[config.mk]
export PLATFORM = sky130hd
export DESIGN_NAME = sync_fifo_flags
export DESIGN_NICKNAME = d
export VERILOG_FILES = /design/src/rtl/sync_fifo_flags.sv
export SDC_FILE = /design/constraint.sdc
export NUM_CORES = 1
export LEC_CHECK = 0
export ABC_CLOCK_PERIOD_IN_PS = 3200
export BUFFER_PORTS_ARGS = -buffer_cell sky130_fd_sc_hd__buf_2
export CAP_MARGIN = 20
export CORE_MARGIN = 2
export CORE_UTILIZATION = 45
export CTS_BUF_LIST = sky130_fd_sc_hd__clkbuf_8
export CTS_CLUSTER_SIZE = 8
export DETAILED_ROUTE_END_ITERATION = 10
export PLACE_DENSITY_LB_ADDON = 0.08
export SLEW_MARGIN = 20
export SYNTH_ARGS = -nofsm -noshare
export SYNTH_HDL_FRONTEND = slang
export SYNTH_SLANG_ARGS = --single-unit
[constraint.sdc]
create_clock -name clk_i -period 3.2 [get_ports clk_i]
set_clock_uncertainty 0.1 [all_clocks]
set_input_delay 0.8 -clock clk_i [delete_from_list [all_inputs] [get_ports clk_i]]
set_output_delay 0.8 -clock clk_i [all_outputs]
set_load 0.05 [all_outputs]
[src/rtl/sync_fifo_flags.sv]
`default_nettype none
// ============================================================================
// Module      : sync_fifo_flags
// Description : Single-clock parametrised FIFO with fill-level count,
//               programmable almost-full / almost-empty thresholds and a
//               one-cycle error pulse on a rejected write or read.
//
//               Compile-time option FIFO_FWFT_EN selects first-word-fall-
//               through reads (head word visible on rdata_o while not
//               empty). Without it, rdata_o is registered and updates one
//               cycle after an accepted read.
//
// Ports       : clk_i          - single clock, rising edge
//               rst_i          - asynchronous active-high reset
//               wr_en_i        - write request
//               wdata_i        - write data (WIDTH)
//               rd_en_i        - read request
//               rdata_o        - read data (WIDTH)
//               full_o         - count == DEPTH
//               empty_o        - count == 0
//               almost_full_o  - count >= AF_LEVEL
//               almost_empty_o - count <= AE_LEVEL
//               count_o        - fill level 0..DEPTH (PTR_WIDTH+1)
//               error_o        - pulse after a rejected write or read
//
// Revision    : 1.0 - initial release
// ============================================================================
module sync_fifo_flags #(
    parameter int WIDTH     = 8,
    parameter int DEPTH     = 16,
    parameter int PTR_WIDTH = 4,
    parameter int AF_LEVEL  = 12,
    parameter int AE_LEVEL  = 4
) (
    input  logic                 clk_i,
    input  logic                 rst_i,
    input  logic                 wr_en_i,
    input  logic [WIDTH-1:0]     wdata_i,
    input  logic                 rd_en_i,
    output logic [WIDTH-1:0]     rdata_o,
    output logic                 full_o,
    output logic                 empty_o,
    output logic                 almost_full_o,
    output logic                 almost_empty_o,
    output logic [PTR_WIDTH:0]   count_o,
    output logic                 error_o
);

    localparam logic [PTR_WIDTH:0]   c_depth     = (PTR_WIDTH+1)'(DEPTH);
    localparam logic [PTR_WIDTH:0]   c_af_level  = (PTR_WIDTH+1)'(AF_LEVEL);
    localparam logic [PTR_WIDTH:0]   c_ae_level  = (PTR_WIDTH+1)'(AE_LEVEL);
    localparam logic [PTR_WIDTH:0]   c_cnt_one   = (PTR_WIDTH+1)'(1);
    localparam logic [PTR_WIDTH:0]   c_cnt_zero  = '0;
    localparam logic [PTR_WIDTH-1:0] c_ptr_one   = (PTR_WIDTH)'(1);

    logic [WIDTH-1:0]     r_mem [DEPTH];
    logic [PTR_WIDTH-1:0] r_wr_ptr;
    logic [PTR_WIDTH-1:0] r_rd_ptr;
    logic [PTR_WIDTH:0]   r_count;
    logic                 r_full;
    logic                 r_empty;
    logic                 r_almost_full;
    logic                 r_almost_empty;
    logic                 r_error;

    logic                 w_wr_acc;
    logic                 w_rd_acc;
    logic [PTR_WIDTH:0]   w_count_nxt;

    // Acceptance uses the registered flags, i.e. the state before the edge.
    assign w_wr_acc = wr_en_i & ~r_full;
    assign w_rd_acc = rd_en_i & ~r_empty;

    always_comb begin
        w_count_nxt = r_count;
        if (w_wr_acc && !w_rd_acc) begin
            w_count_nxt = r_count + c_cnt_one;
        end else if (!w_wr_acc && w_rd_acc) begin
            w_count_nxt = r_count - c_cnt_one;
        end
    end

    // Storage is intentionally not reset.
    always_ff @(posedge clk_i) begin
        if (w_wr_acc) begin
            r_mem[r_wr_ptr] <= wdata_i;
        end
    end

    // Pointers wrap DEPTH-1 -> 0 through natural overflow (DEPTH = 2**PTR_WIDTH).
    // Flags are computed from the next count so they move with count_o.
    always_ff @(posedge clk_i or posedge rst_i) begin
        if (rst_i) begin
            r_wr_ptr       <= '0;
            r_rd_ptr       <= '0;
            r_count        <= '0;
            r_full         <= 1'b0;
            r_empty        <= 1'b1;
            r_almost_full  <= 1'b0;
            r_almost_empty <= 1'b1;
            r_error        <= 1'b0;
        end else begin
            if (w_wr_acc) begin
                r_wr_ptr <= r_wr_ptr + c_ptr_one;
            end
            if (w_rd_acc) begin
                r_rd_ptr <= r_rd_ptr + c_ptr_one;
            end
            r_count        <= w_count_nxt;
            r_full         <= (w_count_nxt == c_depth);
            r_empty        <= (w_count_nxt == c_cnt_zero);
            r_almost_full  <= (w_count_nxt >= c_af_level);
            r_almost_empty <= (w_count_nxt <= c_ae_level);
            r_error        <= (wr_en_i & r_full) | (rd_en_i & r_empty);
        end
    end

`ifdef FIFO_FWFT_EN
    // Head word falls through; value is meaningless while empty.
    assign rdata_o = r_mem[r_rd_ptr];
`else
    logic [WIDTH-1:0] r_rdata;

    // Registered read: holds the last popped word until the next accepted read.
    always_ff @(posedge clk_i or posedge rst_i) begin
        if (rst_i) begin
            r_rdata <= '0;
        end else if (w_rd_acc) begin
            r_rdata <= r_mem[r_rd_ptr];
        end
    end

    assign rdata_o = r_rdata;
`endif

    assign full_o         = r_full;
    assign empty_o        = r_empty;
    assign almost_full_o  = r_almost_full;
    assign almost_empty_o = r_almost_empty;
    assign count_o        = r_count;
    assign error_o        = r_error;

endmodule
`default_nettype wire

==> results of run 1 <==
==> final timing paths <==
kind,startpoint,to,slack (ns),cells past startpoint
worst max-delay path,r_rd_ptr[0],rdata_o[0],0.79,4
worst min-delay path,rst_i,error_o,0.35,2
worst max register to register,r_rd_ptr[0],rdata_o[0],0.79,4
worst min register to register,rdata_o[5],rdata_o[5],0.43,2
max in group asynchronous,rst_i,r_rd_ptr[0],2.03,3
min in group clk_i,rdata_o[5],rdata_o[5],0.43,2
==> cell type report <==
cell class	instances	area, sq um
multi-input combinational	154	1590
timing repair buffer	35	190
sequential	154	4500
fill	1102	6410
tap	176	220
inverter	7	26.3
clock inverter	14	181
clock buffer	17	234
==> cells in the mapped netlist, types with 2 or more instances <==
cell type  instances
nor2_1             4
mux2i_1           12
mux4_2            28
clkbuf_1           3
ha_1               7
and2_1            16
a21oi_1            5
edfxtp_1         128
nor2b_1            2
mux2_2             7
dfrtp_1           24
xnor2_1            7
nor2_4             2
o21ai_0            7
o22ai_1            7
nand3_1            4
buf_2              7
nor4_1             2
nand4_1            2
a31oi_1            5
buf_6              2
buf_4              3
nand2_1           10
inv_1              6
dfstp_2            2
a211oi_1           5
nand2b_1           2
nor3_1             2
==> cells by family after synthesis <==
kind of cell / count (synthesis)
mux: 47
compound gates: 36
flops: 154
fa+ha+maj: 7
buf+inv: 22
simple gates: 54
xor+xnor: 10
==> state kept, by name (all words and copies together), names as in the netlist <==
register and count:
count_o 5, almost_full_o 1, r_rd_ptr 4, r_mem 128
rdata_o 8, empty_o 1, error_o 1, full_o 1
r_wr_ptr 4, almost_empty_o 1
==> power groups by stage <==
| stage | registers, uW | logic [uW] | clock network [uW] |
|---|---|---|---|
| 6_report | 2860 | 2080 | 1530 |
| 3_5_place_dp | 2910 | 2080 | 0 |
| 3_3_place_gp | 2910 | 2070 | 0 |
| 2_1_floorplan | 3040 | 1330 | 0 |
| 5_1_grt | 2910 | 2230 | 1650 |
| 4_1_cts | 2860 | 2090 | 1560 |
==> routing by layer <==
metal	vias to the layer above	wire length, microns	part of all wire (%)
li1	1383	-	-
met1	1635	6300	47
met2	90	6160	46
met3	18	654	4.9
met4	0	214	1.6
met5	-	0	0
==> cells in the final DEF, fill, tap and decap left out, drive strengths merged <==
cell type    n
or3          1
bufinv       4
mux2         7
o21ai        7
nor3b        1
nor2         6
nand2b       2
a21o         1
clkbuf      17
xnor2        8
mux4        28
nand2       10
clkinv       6
o211ai       1
buf         35
nor2b        3
edfxtp     128
or2b         2
clkinvlp     3
mux2i       12
dfrtp       24
o22ai        8
a21oi        5
a22oi        1
nor4         3
dfstp        2
inv          8
and2        16
and2b        1
a31oi        6
and3         1
a22o         1
nor3         2
nand3        4
ha           7
a32oi        1
a211oi       5
nand4        2
xor2         2
==> stage by stage <==
step / setup slack (ns) / power [uW] / hold slack (ns) / instance area (sq um)
detailed placement: 0.622 / 4990 / 0.406 / 6520
finish: 0.790 / 6470 / 0.347 / 6940
CTS: 0.758 / 6510 / 0.349 / 6940
floorplan: 1.15 / 4380 / 0.393 / 6200
global placement: 0.654 / 4980 / 0.403 / 6520
global route: 0.648 / 6790 / 0.399 / 6940
==> impl_metrics.tcl, run 1 <==
set metrics [dict create \
    wire_per_inst_microns 23.9 \
    io_buffers 29 \
    vias 3126 \
    crit_slowest_cell "dfrtp_2" \
    critical_path_arrival_ns 2.62 \
    sw_frac_of_total_pct 35.5 \
    netlist_area_sq_um 6200 \
    drv_slew 0 \
    ios 30 \
    via_per_inst 5.61 \
    cts_buffer_depth 2 \
    fin_crit_sh_pct 75.3 \
    rsz0062_at_grt "false" \
    cts_setup_buffers 0 \
    die_area_sq_um 14700 \
    yosys.area.top_type "edfxtp_1" \
    drive_gt1_share_pct 29.4 \
    grt_overflow 0 \
    hp-class "primary input to async pin" \
    antenna_found_initial 0 \
    top_usage_layer "met1" \
    hold_viol_final 0 \
    clockPowerShare_pct 23.7 \
    hold_buffers 0 \
    p_int_uw 4170 \
    stdcell_count 557 \
    status "finished clean" \
    synth_fa_ha_area_share_pct 1.41 \
    drc 0 \
    dpl.hpwl_mm 8.77 \
    use_met1_pct 29.7 \
    async_flop_share_pct 16.9 \
    htreeDepth 4 \
    ir_drop_mv 0.388 \
    yosys_register_bits 154 \
    drt_iter0_drc 192 \
    use_met2_pct 29.6 \
    grt_max_degree 32 \
    cp_top_family "flip-flops" \
    synth.mux.area_fraction_pct 13.4 \
    dpl.cell_count 526 \
    max_freq_mhz 415 \
    grt_first_pass_wirelength_mm 20.5 \
    p_comb_share_pct 32.1 \
    utilization_pct 52.0 \
    max-slew-margin-rel_pct 34.5 \
    ant_nets 0 \
    synth_compound_area_share_pct 3.92 \
    cpPeakStageDelay_ns 1.02 \
    finalSetupTns_ns 0 \
    avgSynthCellArea_sq_um 18.8 \
    synthSimpleGateAreaFrac_pct 5.21 \
    powerDensity_nw_per_um2 933 \
    place.gp.congestion 0.825 \
    die_w_microns 121 \
    tightestPinTransition_ns 0.983 \
    setup_viol 0 \
    period_minus_slack_ns 2.41 \
    cts.sinks 154 \
    synth_top_flop_cell "edfxtp_1" \
    die_h_microns 121 \
    core_sq_um 13300 \
    cts-root-buf "clkbuf_8" \
    syn-num-nets 349 \
    ys_seq_area_share_pct 72.5 \
    clk_pin_slew_worst_paths_ns 0.08 \
    yosysUniqueCellTypes 47 \
    rows 42 \
    yosys_warnings 0 \
    drtPass1Iterations 4 \
    p_sw_uw 2300 \
    synth.top_cell.area_share_pct 62.0 \
    n_antenna_cell 0 \
    synthTopCellsByArea "edfxtp_1, mux4_2, dfrtp_1" \
    fin_nets 388 \
    grtUsageMet3_pct 4.56 \
    path_cells "mux4_2 -> mux2_2 -> o22ai_1 -> a31oi_1" \
    cts_buffers 17 \
    grt_pass1_vias 3227 \
    area_delta_synth_final_pct 11.9 \
    leakagePower_uw 0.00238 \
    cap_violations 0 \
    endpoint_kind "flip-flop" \
    crit_buf_inv 0 \
    track_usage_pct 20.1 \
    insertion_delay_ns 0.45 \
    cts_tree "yes" \
    finalWirelength_mm 13.3 \
    synth_xor_area_share_pct 1.65 \
    synth_top_family_by_area "multiplexers" \
    power_frac_seq_pct 44.2 \
    cts-resized-gates 0 \
    startpoint_type "flip-flop" \
    synthCells 330 \
    critical_path_class "flip-flop to flip-flop" \
    synth_edf_count 128 \
    crit_required_ns 3.41 \
    start_util_pct 46.4 \
    path_max_fanout 31 \
]
No activity file was read; power rests on OpenSTA's default activity.
==> run 2: changes to the inputs <==
--- a/config.mk
+++ b/config.mk
@@ -5,7 +5,7 @@
 export SDC_FILE = /design/constraint.sdc
 export NUM_CORES = 1
 export LEC_CHECK = 0
-export ABC_CLOCK_PERIOD_IN_PS = 3200
+export ABC_CLOCK_PERIOD_IN_PS = 2500
 export BUFFER_PORTS_ARGS = -buffer_cell sky130_fd_sc_hd__buf_2
 export CAP_MARGIN = 20
 export CORE_MARGIN = 2
==> constraint.sdc (replaced) <==
create_clock -name clk_i -period 2.5 [get_ports clk_i]
set_clock_uncertainty 0.1 [all_clocks]
set_input_delay 0.625 -clock clk_i [delete_from_list [all_inputs] [get_ports clk_i]]
set_output_delay 0.625 -clock clk_i [all_outputs]
set_load 0.05 [all_outputs]
==> run 2 against run 1 <==
Against the previous run: sequential share of layout area is 0.070 points lower; setup slack got worse by 0.30 ns; wire length down 1.5%; highest routed layer unchanged; maximum frequency grew 20%.
==> impl_metrics.tcl, run 2 (same netlist as run 1, synthesis figures left out) <==
set metrics [dict create \
    cap_violations 0 \
    htreeDepth 4 \
    setup_viol 0 \
    start_util_pct 46.4 \
    p_int_uw 5110 \
    cts_buffer_depth 2 \
    startpoint_type "flip-flop" \
    critical_path_class "flip-flop to flip-flop" \
    finalWirelength_mm 13.1 \
    sw_frac_of_total_pct 36.2 \
    fin_crit_sh_pct 80.4 \
    cts_buffers 17 \
    crit_buf_inv 1 \
    grt_max_degree 27 \
    path_max_fanout 8 \
    final_common_cell "edfxtp_1" \
    die_w_microns 121 \
    finalPower_uw 8000 \
    drc 0 \
    top_register "r_mem" \
    dpl.cell_count 535 \
    ant_nets 0 \
    drt_iter0_drc 225 \
    insertion_delay_ns 0.45 \
    core_sq_um 13300 \
    final-seq-area_sq_um 4500 \
    max-slew-margin-rel_pct 63.3 \
    grt_overflow 0 \
    antenna_found_initial 0 \
    stdcell_count 567 \
    cts-root-buf "clkbuf_8" \
    powerDensity_nw_per_um2 1150 \
    fin_nets 397 \
    crit_required_ns 2.55 \
    ir_drop_mv 0.463 \
    path_cells "nand2b_1 -> nor3_1 -> and2_1 -> buf_4" \
    rows 42 \
    utilization_pct 52.0 \
    hp-class "primary input to async pin" \
    hold_viol_final 0 \
    track_usage_pct 19.8 \
    rsz0062_at_grt "false" \
    place.gp.congestion 0.745 \
    cts.sinks 154 \
    power_frac_seq_pct 44.2 \
    tightestPinTransition_ns 0.547 \
    period_minus_slack_ns 2.01 \
    grt_first_pass_wirelength_mm 20.1 \
    n_antenna_cell 0 \
    leakagePower_uw 0.00242 \
    clockPowerShare_pct 20.0 \
    dpl.hpwl_mm 8.53 \
    drive_gt1_share_pct 30.2 \
    hold_buffers 0 \
    wire_per_inst_microns 23.2 \
    die_h_microns 121 \
    p_comb_share_pct 35.8 \
    clk_pin_slew_worst_paths_ns 0.08 \
    fillers 1145 \
    drtPass1Iterations 4 \
    grt_pass1_vias 3199 \
    largest_reg_flops 128 \
    cp_top_family "simple AND/OR/NAND/NOR gates" \
    via_per_inst 5.50 \
    multi_input_area_sq_um 1590 \
    p_sw_uw 2890 \
    cpPeakStageDelay_ns 0.50 \
    ios 30 \
    max_freq_mhz 498 \
    crit_slowest_cell "nor3_1" \
    critical_path_arrival_ns 2.06 \
    cts_setup_buffers 0 \
    endpoint_kind "flip-flop" \
    cts-resized-gates 0 \
    vias 3116 \
    die_area_sq_um 14700 \
    final_cell_mix "edfxtp_1, buf_2, mux4_2" \
    cts_tree "yes" \
    status "finished clean" \
    area_delta_synth_final_pct 12.0 \
    drv_slew 0 \
    io_buffers 29 \
    finalSetupTns_ns 0 \
]
run 2: cell types whose count changed in the layout (fill, tap and decap cells not counted), sizes merged:
| cell | change |
|---|---|
| bufinv | -3 |
| buf | +9 |
| inv | +4 |
| clkinvlp | -1 |
| clkinv | +1 |
run 2: worst paths after layout:
kind	cells past startpoint	from	slack [ns]	to
worst max-delay path	4	full_o	0.49	r_mem[0][1]
worst min-delay path	3	rst_i	0.14	r_rd_ptr[1]
worst max register to register	4	full_o	0.49	r_mem[0][1]
worst min register to register	1	r_wr_ptr[3]	0.46	r_wr_ptr[3]
max in group asynchronous	3	rst_i	1.85	almost_empty_o
min in group clk_i	2	rd_en_i	0.32	error_o
run 2: metal layers:
layer	up-vias	global-route usage, %	wire length (microns)
met5	-	0	0
met3	17	4.93	663
met4	0	8.98	309
met2	87	28.8	6090
li1	1397	-	-
met1	1615	28.2	6060
run 2: power groups by stage:
stage | Combinational (uW) | Sequential (uW) | Clock (uW)
2_1_floorplan | 1710 | 3890 | 0
4_1_cts | 2900 | 3540 | 1640
3_3_place_gp | 2870 | 3580 | 0
6_report | 2870 | 3530 | 1600
3_5_place_dp | 2890 | 3590 | 0
5_1_grt | 3060 | 3580 | 1750
run 2: tightest hold or removal path, delay by kind of cell:
family | cells | cell delay [ns]
buffers and inverters | 3 | 0.46
run 2: through the flow:
| stage | setup slack (ns) | instance area, sq um | hold slack [ns] |
|---|---|---|---|
| 3_5_place_dp | 0.269 | 6610 | 0.446 |
| 4_1_cts | 0.448 | 6940 | 0.116 |
| 3_3_place_gp | 0.246 | 6610 | 0.438 |
| 6_report | 0.490 | 6940 | 0.135 |
| 5_1_grt | 0.366 | 6940 | 0.131 |
| 2_1_floorplan | 0.497 | 6200 | 0.393 |
run 2: area by class of cell:
cell class / count / area share, %
Sequential cell: 154 / 64.8
Multi-Input combinational cell: 154 / 22.8
Timing Repair Buffer: 44 / 4.07
Clock buffer: 17 / 3.37
Tap cell: 176 / 3.17
Clock inverter: 15 / 1.39
Inverter: 7 / 0.378
